`src/rtl/seq_divider_if.sv`:
```
// ---------------------------------------------------------------------------
// seq_divider_if
// Handshake and operand/result bundle between the control unit and the
// sequential divider.
//   master : control unit  - drives start/is_signed/a/b, observes results
//   slave  : seq_divider   - consumes the request, drives busy/done/flags/hi/lo
// Signals:
//   start     request, honoured only while busy=0
//   is_signed 1 = signed (DIV), 0 = unsigned (DIVU)
//   a, b      dividend, divisor (WIDTH bits)
//   busy      operation in flight
//   done      one-cycle pulse when hi/lo/div_zero are valid
//   div_zero  sticky divide-by-zero flag for the last accepted operation
//   hi, lo    remainder, quotient
// ---------------------------------------------------------------------------
interface seq_divider_if #(
    parameter int WIDTH = 32
);
    logic             start;
    logic             is_signed;
    logic [WIDTH-1:0] a;
    logic [WIDTH-1:0] b;
    logic             busy;
    logic             done;
    logic             div_zero;
    logic [WIDTH-1:0] hi;
    logic [WIDTH-1:0] lo;

    modport master (
        output start, is_signed, a, b,
        input  busy, done, div_zero, hi, lo
    );

    modport slave (
        input  start, is_signed, a, b,
        output busy, done, div_zero, hi, lo
    );
endinterface

```
`src/rtl/seq_divider.sv`:
```
// ---------------------------------------------------------------------------
// seq_divider
// Multi-cycle restoring divider serving signed (DIV) and unsigned (DIVU)
// division. Quotient goes to lo, remainder to hi. Quotient truncates toward
// zero, remainder carries the sign of the dividend.
// Ports:
//   clk    rising-edge clock
//   reset  synchronous, active-high; aborts any operation without a done pulse
//   bus    seq_divider_if.slave (start/is_signed/a/b in; busy/done/div_zero/hi/lo out)
// Configuration:
//   SEQ_DIVIDER_EARLY_EXIT_EN - when defined, the bit counter starts at the
//   highest set bit of |a| instead of WIDTH-1, shortening the run.
// Latency (feature off): done high WIDTH+1 cycles after the start edge;
// divide-by-zero completes 1 cycle after the start edge.
// ---------------------------------------------------------------------------
module seq_divider #(
    parameter int WIDTH = 32,
    parameter int CNT_W = $clog2(WIDTH) + 1
) (
    input  logic         clk,
    input  logic         reset,
    seq_divider_if.slave bus
);
    localparam int IDX_W = $clog2(WIDTH);

    typedef enum logic [1:0] {
        S_IDLE   = 2'd0,
        S_RUN    = 2'd1,
        S_FINISH = 2'd2
    } state_e;

    state_e           state_q, state_d;
    logic             busy_q, busy_d;
    logic             done_q, done_d;
    logic             dz_q, dz_d;
    logic             neg_quo_q, neg_quo_d;
    logic             neg_rem_q, neg_rem_d;
    logic [WIDTH-1:0] hi_q, hi_d;
    logic [WIDTH-1:0] lo_q, lo_d;
    logic [WIDTH-1:0] rem_q, rem_d;
    logic [WIDTH-1:0] quo_q, quo_d;
    logic [WIDTH-1:0] dvd_q, dvd_d;
    logic [WIDTH-1:0] dvs_q, dvs_d;
    logic [CNT_W-1:0] count_q, count_d;

    logic [WIDTH-1:0] a_mag_s;
    logic [WIDTH-1:0] b_mag_s;
    logic [CNT_W-1:0] count_init_s;
    logic [WIDTH:0]   trial_s;
    logic [WIDTH:0]   diff_s;

    // Two's-complement magnitude, applied only to negative signed operands.
    function automatic logic [WIDTH-1:0] magnitude(input logic [WIDTH-1:0] v,
                                                   input logic             sgn);
        return (sgn && v[WIDTH-1]) ? (-v) : v;
    endfunction

`ifdef SEQ_DIVIDER_EARLY_EXIT_EN
    // Index of the highest set bit; 0 when the value is zero.
    function automatic logic [CNT_W-1:0] msb_index(input logic [WIDTH-1:0] v);
        logic [CNT_W-1:0] idx;
        idx = '0;
        for (int i = 0; i < WIDTH; i++) begin
            if (v[i]) begin
                idx = CNT_W'(i);
            end
        end
        return idx;
    endfunction
`endif

    assign a_mag_s = magnitude(bus.a, bus.is_signed);
    assign b_mag_s = magnitude(bus.b, bus.is_signed);

`ifdef SEQ_DIVIDER_EARLY_EXIT_EN
    // Leading zero bits of the dividend contribute nothing; skip them.
    assign count_init_s = msb_index(a_mag_s);
`else
    assign count_init_s = CNT_W'(WIDTH - 1);
`endif

    assign bus.busy     = busy_q;
    assign bus.done     = done_q;
    assign bus.div_zero = dz_q;
    assign bus.hi       = hi_q;
    assign bus.lo       = lo_q;

    // State and datapath registers with synchronous reset.
    always_ff @(posedge clk) begin
        if (reset) begin
            state_q   <= S_IDLE;
            busy_q    <= 1'b0;
            done_q    <= 1'b0;
            dz_q      <= 1'b0;
            neg_quo_q <= 1'b0;
            neg_rem_q <= 1'b0;
            hi_q      <= '0;
            lo_q      <= '0;
            rem_q     <= '0;
            quo_q     <= '0;
            dvd_q     <= '0;
            dvs_q     <= '0;
            count_q   <= '0;
        end else begin
            state_q   <= state_d;
            busy_q    <= busy_d;
            done_q    <= done_d;
            dz_q      <= dz_d;
            neg_quo_q <= neg_quo_d;
            neg_rem_q <= neg_rem_d;
            hi_q      <= hi_d;
            lo_q      <= lo_d;
            rem_q     <= rem_d;
            quo_q     <= quo_d;
            dvd_q     <= dvd_d;
            dvs_q     <= dvs_d;
            count_q   <= count_d;
        end
    end

    // Next-state, restoring-division step and result formatting.
    always_comb begin
        state_d   = state_q;
        busy_d    = busy_q;
        done_d    = 1'b0;
        dz_d      = dz_q;
        neg_quo_d = neg_quo_q;
        neg_rem_d = neg_rem_q;
        hi_d      = hi_q;
        lo_d      = lo_q;
        rem_d     = rem_q;
        quo_d     = quo_q;
        dvd_d     = dvd_q;
        dvs_d     = dvs_q;
        count_d   = count_q;
        // Partial remainder keeps its top bit so a divisor up to 2^WIDTH-1
        // (and the signed magnitude 2^(WIDTH-1)) never overflows the compare.
        trial_s   = {rem_q, dvd_q[count_q[IDX_W-1:0]]};
        diff_s    = trial_s - {1'b0, dvs_q};

        case (state_q)
            S_IDLE: begin
                if (bus.start) begin
                    busy_d    = 1'b1;
                    neg_quo_d = bus.is_signed & (bus.a[WIDTH-1] ^ bus.b[WIDTH-1]);
                    neg_rem_d = bus.is_signed & bus.a[WIDTH-1];
                    dvd_d     = a_mag_s;
                    dvs_d     = b_mag_s;
                    rem_d     = '0;
                    quo_d     = '0;
                    count_d   = count_init_s;
                    if (bus.b == '0) begin
                        dz_d    = 1'b1;
                        state_d = S_FINISH;
                    end else begin
                        dz_d    = 1'b0;
                        state_d = S_RUN;
                    end
                end else begin
                    state_d = S_IDLE;
                end
            end
            S_RUN: begin
                if (!diff_s[WIDTH]) begin
                    rem_d = diff_s[WIDTH-1:0];
                    quo_d[count_q[IDX_W-1:0]] = 1'b1;
                end else begin
                    rem_d = trial_s[WIDTH-1:0];
                end
                if (count_q == '0) begin
                    state_d = S_FINISH;
                end else begin
                    count_d = count_q - 1'b1;
                end
            end
            S_FINISH: begin
                if (!dz_q) begin
                    lo_d = neg_quo_q ? (-quo_q) : quo_q;
                    hi_d = neg_rem_q ? (-rem_q) : rem_q;
                end else begin
                    lo_d = lo_q;
                    hi_d = hi_q;
                end
                done_d  = 1'b1;
                busy_d  = 1'b0;
                state_d = S_IDLE;
            end
            default: begin
                busy_d  = 1'b0;
                state_d = S_IDLE;
            end
        endcase
    end
endmodule

```
`src/flat_wrapper.sv`:
```
// flat-port wrapper written by rule: the top's interface ports become plain ports
module seq_divider_flat 
#(
    parameter int WIDTH = 32,
    parameter int CNT_W = $clog2(WIDTH) + 1
)
  (clk, reset, bus_start, bus_is_signed, bus_a, bus_b, bus_busy, bus_done, bus_div_zero, bus_hi, bus_lo);
  seq_divider_if #(.WIDTH(WIDTH)) bus_i ();
  input  logic clk;
  input  logic reset;
  input wire logic [$bits(bus_i.start)-1:0] bus_start;
  input wire logic [$bits(bus_i.is_signed)-1:0] bus_is_signed;
  input wire logic [$bits(bus_i.a)-1:0] bus_a;
  input wire logic [$bits(bus_i.b)-1:0] bus_b;
  output wire logic [$bits(bus_i.busy)-1:0] bus_busy;
  output wire logic [$bits(bus_i.done)-1:0] bus_done;
  output wire logic [$bits(bus_i.div_zero)-1:0] bus_div_zero;
  output wire logic [$bits(bus_i.hi)-1:0] bus_hi;
  output wire logic [$bits(bus_i.lo)-1:0] bus_lo;
  assign bus_i.start = bus_start;
  assign bus_i.is_signed = bus_is_signed;
  assign bus_i.a = bus_a;
  assign bus_i.b = bus_b;
  assign bus_busy = bus_i.busy;
  assign bus_done = bus_i.done;
  assign bus_div_zero = bus_i.div_zero;
  assign bus_hi = bus_i.hi;
  assign bus_lo = bus_i.lo;
  seq_divider #(.WIDTH(WIDTH), .CNT_W(CNT_W)) u_core (.clk(clk), .reset(reset), .bus(bus_i));
endmodule
```
`config.mk`:
```
export PLATFORM = sky130hd
export DESIGN_NAME = seq_divider_flat
export DESIGN_NICKNAME = d
export VERILOG_FILES = /design/src/rtl/seq_divider_if.sv /design/src/rtl/seq_divider.sv /design/src/flat_wrapper.sv
export SDC_FILE = /design/constraint.sdc
export NUM_CORES = 1
export LEC_CHECK = 0
export CORE_AREA = 2 2 145 147
export CTS_CLUSTER_SIZE = 8
export DETAILED_ROUTE_END_ITERATION = 10
export DIE_AREA = 0 0 147 149
export PLACE_DENSITY = 0.94
export SLEW_MARGIN = 20
export SYNTH_ARGS = -nofsm -noshare
export SYNTH_HDL_FRONTEND = slang
export SYNTH_SLANG_ARGS = --single-unit
```
`constraint.sdc`:
```
create_clock -name clk -period 11.9 [get_ports clk]
set_input_delay 2.38 -clock clk [delete_from_list [all_inputs] [get_ports clk]]
set_output_delay 2.38 -clock clk [all_outputs]
set_load 0.1 [all_outputs]
```
==> results of run 1 <==
sequential cells by signal, indices dropped and copies added (netlist names):
signal and flops:
u_core.bus.busy 1, u_core.bus.div_zero 1, u_core.bus.done 1, u_core.bus.hi 32
u_core.bus.lo 32, u_core.count_q 6, u_core.dvd_q 32, u_core.dvs_q 32
u_core.neg_quo_q 1, u_core.neg_rem_q 1, u_core.quo_q 32, u_core.rem_q 32
u_core.state_q 2
critical path: cells and delay by family, from the launching register on:
kind	cells	cell delay (ns)
mux	3	1.32
simple gates	3	0.76
xor+xnor	1	0.30
compound gates	4	0.83
flops	1	0.82
fa+ha+maj	2	0.65
buf+inv	2	0.49
cells in the mapped netlist, types with 14 or more instances:
cell	instances
a211oi_1	110
a21oi_1	75
a22o_1	21
clkbuf_1	66
dfxtp_1	205
ha_1	40
inv_1	52
mux2i_1	23
nand2_1	144
nand3_1	19
nand4_1	14
nor2_1	180
nor3_1	28
o21ai_0	72
o21ai_1	30
o31ai_1	21
or3_1	27
xnor2_1	40
xor2_1	95
area by class of cell:
type | instances | area [um2] | share of cell area, %
multi-input cells | 1123 | 7407 | 52.09
flip-flops and latches | 205 | 4104 | 28.86
repair buffers | 142 | 1406 | 9.890
clock buffers | 31 | 743.2 | 5.227
well taps | 275 | 344.1 | 2.420
inverters | 52 | 195.2 | 1.373
clock inverters | 1 | 20.02 | 0.1408
logic make-up after synthesis:
| logic type | synth area share, % |
|---|---|
| buf+inv | 4.521 |
| compound gates | 23.81 |
| flops | 34.09 |
| simple gates | 19.32 |
| mux | 3.877 |
| fa+ha+maj | 4.324 |
| xor+xnor | 10.05 |
routing by layer:
| metal | vias to the layer above | track usage [%] | part of all wire [%] |
|---|---|---|---|
| met1 | 5264 | 38.09 | 44 |
| met3 | 59 | 3.853 | 7.3 |
| met5 | - | 0 | 0 |
| met2 | 427 | 45.82 | 46 |
| li1 | 5467 | - | - |
| met4 | 0 | 9.087 | 2.5 |
report_power, final:
group	switching [W]	internal, W
registers	0.0000546	0.000740
clock network	0.000284	0.000433
logic	0.000455	0.000260
total	0.000794	0.00143
metrics by stage:
stage	utilization [%]	hold WS, ns	setup slack [ns]
finish	69.17	0.4501	6.629
global route	69.17	0.4774	6.340
floorplan	-	0.4288	7.622
global placement	65.42	0.4393	6.725
detailed placement	65.42	0.4476	6.581
CTS	69.14	0.4549	6.652
path summary, 6_finish.rpt:
| kind | start | endpoint | slack, ns | cells past startpoint |
|---|---|---|---|---|
| min reg2reg | u_core.dvs_q[31] | u_core.dvs_q[31] | 0.45 | 2 |
| min | u_core.dvs_q[31] | u_core.dvs_q[31] | 0.45 | 2 |
| max reg2reg | u_core.count_q[0] | u_core.quo_q[5] | 6.63 | 15 |
| max | u_core.count_q[0] | u_core.quo_q[5] | 6.63 | 15 |
==> impl_results.md, run 1 <==
* Outcome: complete, no violations
* Total CTS buffers at 29
* FFs w/ async S/R, synth at 0%
* Top cell type's share of synthesized area at 34.09%
* Filler instances at 1592
* Max-Cap Viols at 0
* PostCTS Resize Cnt at 0
* Routability-driven placement congestion ratio at 0.9098
* CTS tree: done
* Distinct cells, synth at 67
* Total design power at 0.002227 W
* Post-DP HPWL at 22370 um
* Maximum vdd ir drop at 95.31 uV
* Synth area leader: dfxtp_1
* WL final at 31170 um
* Startpoint types: flop
* Slew @ Worst Pin at 1.044 ns
* Starting Density at 58.56%
* Final setup vio count at 0
* Fin. max-slew vios at 0
* Fin crit period at 5.271 ns
* Antenna diodes at 0
* Commonest non-fill, non-tap cell in the layout: dfxtp_1
* Critical path class: flop to flop
* Cts-stage hold buffer count at 0
* Slew Limit Headroom at 30.38%
* Yosys reg bits at 205
* Rows at 53
* DP Cell Count at 1797
* Number of synthesized flops with an enable pin at 0
* Power Dens Cells at 156.6 nW/um2
* DR iter-0 viols at 966
* Sequential share of the synthesized area at 34.09%
* CTS sink count at 205
* Fin crit share at 44.30%
* All-Layer GR Usage at 27.84%
* Drt first pass iters at 5
* Yosys warns at 0
* Largest net degree at the start of global routing at 127
* Leak at 5.212 nW
* Max H-tree Level at 1
* Worst path arrival time at 5.76 ns
* Initial antenna violation count at 0
* Max Fclk at 0.1897 GHz
* Die area at 21900 um2
* Die Wd at 147 um
* Fin area at 14220 um2
* Vias in the first global route at 10400
* Primary FF master, synth: dfxtp_1
* Nets at 1662
* CP max stage cell: dfxtp_1
* CP required at 12.39 ns
* Setup TNS at 0 ns
* CORE AREA at 20560 um2
* RSZ-0062 raised after global routing: false
* Hold Path Class: flop to flop
* Synthesized area per cell at 8.211 um2
* Most frequent cells in the layout: dfxtp_1 (205), nor2_1 (179), nand2_1 (144)
* Area after DPL at 13450 um2
* Clock latency on the worst-skew pair at 0.55 ns
* CP max FO at 25
* Delay of the slowest critical-path stage at 0.82 ns
* # port buffers at 134
* DRC at 0
* Post-Syn Instances at 1466
* DRT antenna net count at 0
* Boundary pin count at 135
* Area contributors post-synth: dfxtp_1 (34%), xor2_1 (6.9%), a211oi_1 (6.9%)
* Final Skew at 0.01099 ns
* CP Capture Type: flop
* WL/cell at 17.04 um
* Mapped Area at 12040 um2
* Global-route wire length before repair at 51100 um
* Clk slew on worst S/H paths at 0.05 ns
* Post-CTS setup buffers at 0
* Layout cells sized above 1 at 5.405%
* Chip Height at 149 um
* Bufs on Longest Clock Path at 3
* Vias per cell at 6.133
* Critical-path cell list: mux4_2 -> mux4_2 -> mux2i_1 -> ha_1 -> inv_1 -> fa_1 -> a211oi_2 -> nor3_2 -> o211ai_1 -> a311oi_1 -> nor3_2 -> xnor2_4 -> buf_4 -> and2_1 -> a22o_1
* GRT Residual Overflow at 0
* Hold Vio Cnt, Final at 0
* P&R area growth vs syn at 18.13%
* Routed vias at 11220
* Syn Nets at 1575
* Root Buffer: clkbuf_16
* Final Instance Count excl. Fillers at 1829
No activity file was read; power rests on OpenSTA's default activity.
==> run 2: changes to the inputs <==
--- a/config.mk
+++ b/config.mk
@@ -5,11 +5,11 @@
 export SDC_FILE = /design/constraint.sdc
 export NUM_CORES = 1
 export LEC_CHECK = 0
-export CORE_AREA = 2 2 145 147
+export CORE_AREA = 2 2 156 158
 export CTS_CLUSTER_SIZE = 8
 export DETAILED_ROUTE_END_ITERATION = 10
-export DIE_AREA = 0 0 147 149
-export PLACE_DENSITY = 0.94
+export DIE_AREA = 0 0 158 160
+export PLACE_DENSITY = 0.87
 export SLEW_MARGIN = 20
 export SYNTH_ARGS = -nofsm -noshare
 export SYNTH_HDL_FRONTEND = slang
==> constraint.sdc (replaced) <==
create_clock -name clk -period 4.7 [get_ports clk]
set_input_delay 0.94 -clock clk [delete_from_list [all_inputs] [get_ports clk]]
set_output_delay 0.94 -clock clk [all_outputs]
set_load 0.1 [all_outputs]
==> run 2 against run 1 <==
Compared with the run above: hold slack hardly changed; sequential cell count unchanged; via count decreased by 0.71%; global-route usage shrank 3.9 points; fmax up 18%; largest cell class unchanged; clock skew grew 0.0032 ns; sequential share of layout area fell by 0.29 points; count of clock-buffer cells in the layout fell by 2; cell area up 1.1%; die area increased by 15%; combinational power grew to 2.6 times the previous value; sequential power rose to 2.5 times the previous value.
==> impl_results.md, run 2 (synthesis results as in run 1) <==
* Outcome: complete, no violations
* Slew @ Worst Pin at 1.060 ns
* Reg2reg path depth at 16
* Layout cells sized above 1 at 6.030%
* Fin crit share at 95.01%
* Post-place setup slack at -0.2278 ns
* Die Wd at 158 um
* CP Capture Type: flop
* Slew Limit Headroom at 29.18%
* Die area at 25280 um2
* Fin crit period at 4.466 ns
* Leak at 5.253 nW
* Routed vias at 11140
* Boundary pin count at 135
* Commonest non-fill, non-tap cell in the layout: dfxtp_1
* Final setup vio count at 0
* Hold Path Class: flop to flop
* Chip Height at 160 um
* GRT Residual Overflow at 0
* DRC at 0
* Logic pwr share at 32.6%
* Final WS setup at 0.2345 ns
* Worst path arrival time at 4.88 ns
* Routability-driven placement congestion ratio at 0.9221
* Power Dens Cells at 394.4 nW/um2
* Vias per cell at 5.914
* Drt first pass iters at 5
* Bufs on Longest Clock Path at 3
* Worst Setup EP: u_core.rem_q[18]
* Filler instances at 2054
* DRT antenna net count at 0
* WL final at 31250 um
* RR Startpoint: u_core.count_q[0]
* Total CTS buffers at 29
* Internal power at 0.003645 W
* Clk slew on worst S/H paths at 0.05 ns
* Largest net degree at the start of global routing at 87
* R2r setup slk at 0.23 ns
* P&R area growth vs syn at 19.47%
* Starting Density at 50.54%
* Setup TNS at 0 ns
* Rows at 57
* Max Fclk at 0.2239 GHz
* RSZ-0062 raised after global routing: false
* Critical path class: flop to flop
* Fin. max-slew vios at 0
* CP required at 5.11 ns
* Max H-tree Level at 1
* DP Cell Count at 1849
* Most frequent cells in the layout: dfxtp_1 (203), nor2_1 (178), nand2_1 (143)
* Global-route wire length before repair at 50440 um
* CP startpoint: u_core.count_q[0]
* Vias in the first global route at 10300
* Initial antenna violation count at 0
* Nets at 1668
* Final Skew at 0.01423 ns
* Sequential share of power at 35.5%
* Clock latency on the worst-skew pair at 0.55 ns
* CP max FO at 12
* Switch share at 35.74%
* CORE AREA at 23820 um2
* Root Buffer: clkbuf_16
* Total design power at 0.005672 W
* WL/cell at 16.59 um
* # port buffers at 134
* Reg2reg end: u_core.rem_q[18]
* CTS tree: done
* Maximum vdd ir drop at 227.9 uV
* Startpoint types: flop
* All-Layer GR Usage at 23.90%
* Max-Cap Viols at 0
* Proportion of power drawn by the clock network at 31.8%
* CTS sink count at 205
* Antenna diodes at 0
* Switching power at 0.002027 W
* Post-DP HPWL at 22940 um
* Final Instance Count excl. Fillers at 1883
* Hold Vio Cnt, Final at 0
* DR iter-0 viols at 900
* Cts-stage hold buffer count at 0
## run 2: routing by layer
metal	vias to the layer above	share of wire (%)	track usage, %
met5	-	0	0
met4	0	2.0	6.265
met3	63	7.4	2.768
met2	409	45	38.04
met1	5179	46	34.39
li1	5486	-	-
## run 2: how the worst min path moves through the flow
| stage | startpoint | endpoint | slack [ns] | cells after the start |
|---|---|---|---|---|
| finish | u_core.dvd_q[15] | u_core.dvd_q[15] | 0.45 | 2 |
| global route | u_core.dvd_q[15] | u_core.dvd_q[15] | 0.47 | 2 |
| CTS | u_core.dvd_q[15] | u_core.dvd_q[15] | 0.45 | 2 |
| detailed placement | u_core.dvd_q[15] | u_core.dvd_q[15] | 0.44 | 2 |
| global placement | u_core.dvd_q[15] | u_core.dvd_q[15] | 0.44 | 2 |
| floorplan | u_core.dvd_q[15] | u_core.dvd_q[15] | 0.43 | 2 |
## run 2: worst max-delay path, stage by stage, from the launching register on
cell and delay (ns):
dfxtp_4 0.44, mux4_2 0.54, mux4_2 0.49, mux2i_1 0.26, ha_1 0.22, inv_1 0.06
fa_1 0.43, a211oi_2 0.26, nor3_2 0.10, o211ai_1 0.20, a311oi_1 0.13, nor3_2 0.22
buf_4 0.16, xnor2_4 0.25, buf_12 0.21, mux2i_1 0.25, o21ai_1 0.10
## run 2: stage by stage
stage	cell area, um2	hold WS (ns)	utilization, %
after detailed placement	13590	0.4420	57.05
after global placement	13590	0.4402	57.05
after floorplan	12040	0.4288	-
after global routing	14380	0.4690	60.37
final	14380	0.4497	60.37
after CTS	14340	0.4480	60.22
## run 2: cell type report
class / instances / area [um2] / area share [%]
inverters: 52 / 195.2 / 1.357
clock inverters: 2 / 25.02 / 0.1740
repair buffers: 147 / 1486 / 10.34
multi-input cells: 1124 / 7435 / 51.70
clock buffers: 29 / 725.7 / 5.046
well taps: 324 / 405.4 / 2.819
flip-flops and latches: 205 / 4109 / 28.57
## run 2: what timing repair did
item                       in CTS  in global routing
gates cloned                    0                  1
setup endpoints to repair      24                 49
resized for setup               2                  2
pin swaps                       0                  2
setup buffers                   0                  2
## run 2: power by group through the flow
stage / registers (W) / logic [W] / clock network, W
4_1_cts: 0.00201 / 0.00181 / 0.00182
3_3_place_gp: 0.00203 / 0.00176 / 0
2_1_floorplan: 0.00226 / 0.00113 / 0
3_5_place_dp: 0.00204 / 0.00180 / 0
5_1_grt: 0.00203 / 0.00199 / 0.00189
6_report: 0.00202 / 0.00185 / 0.00181
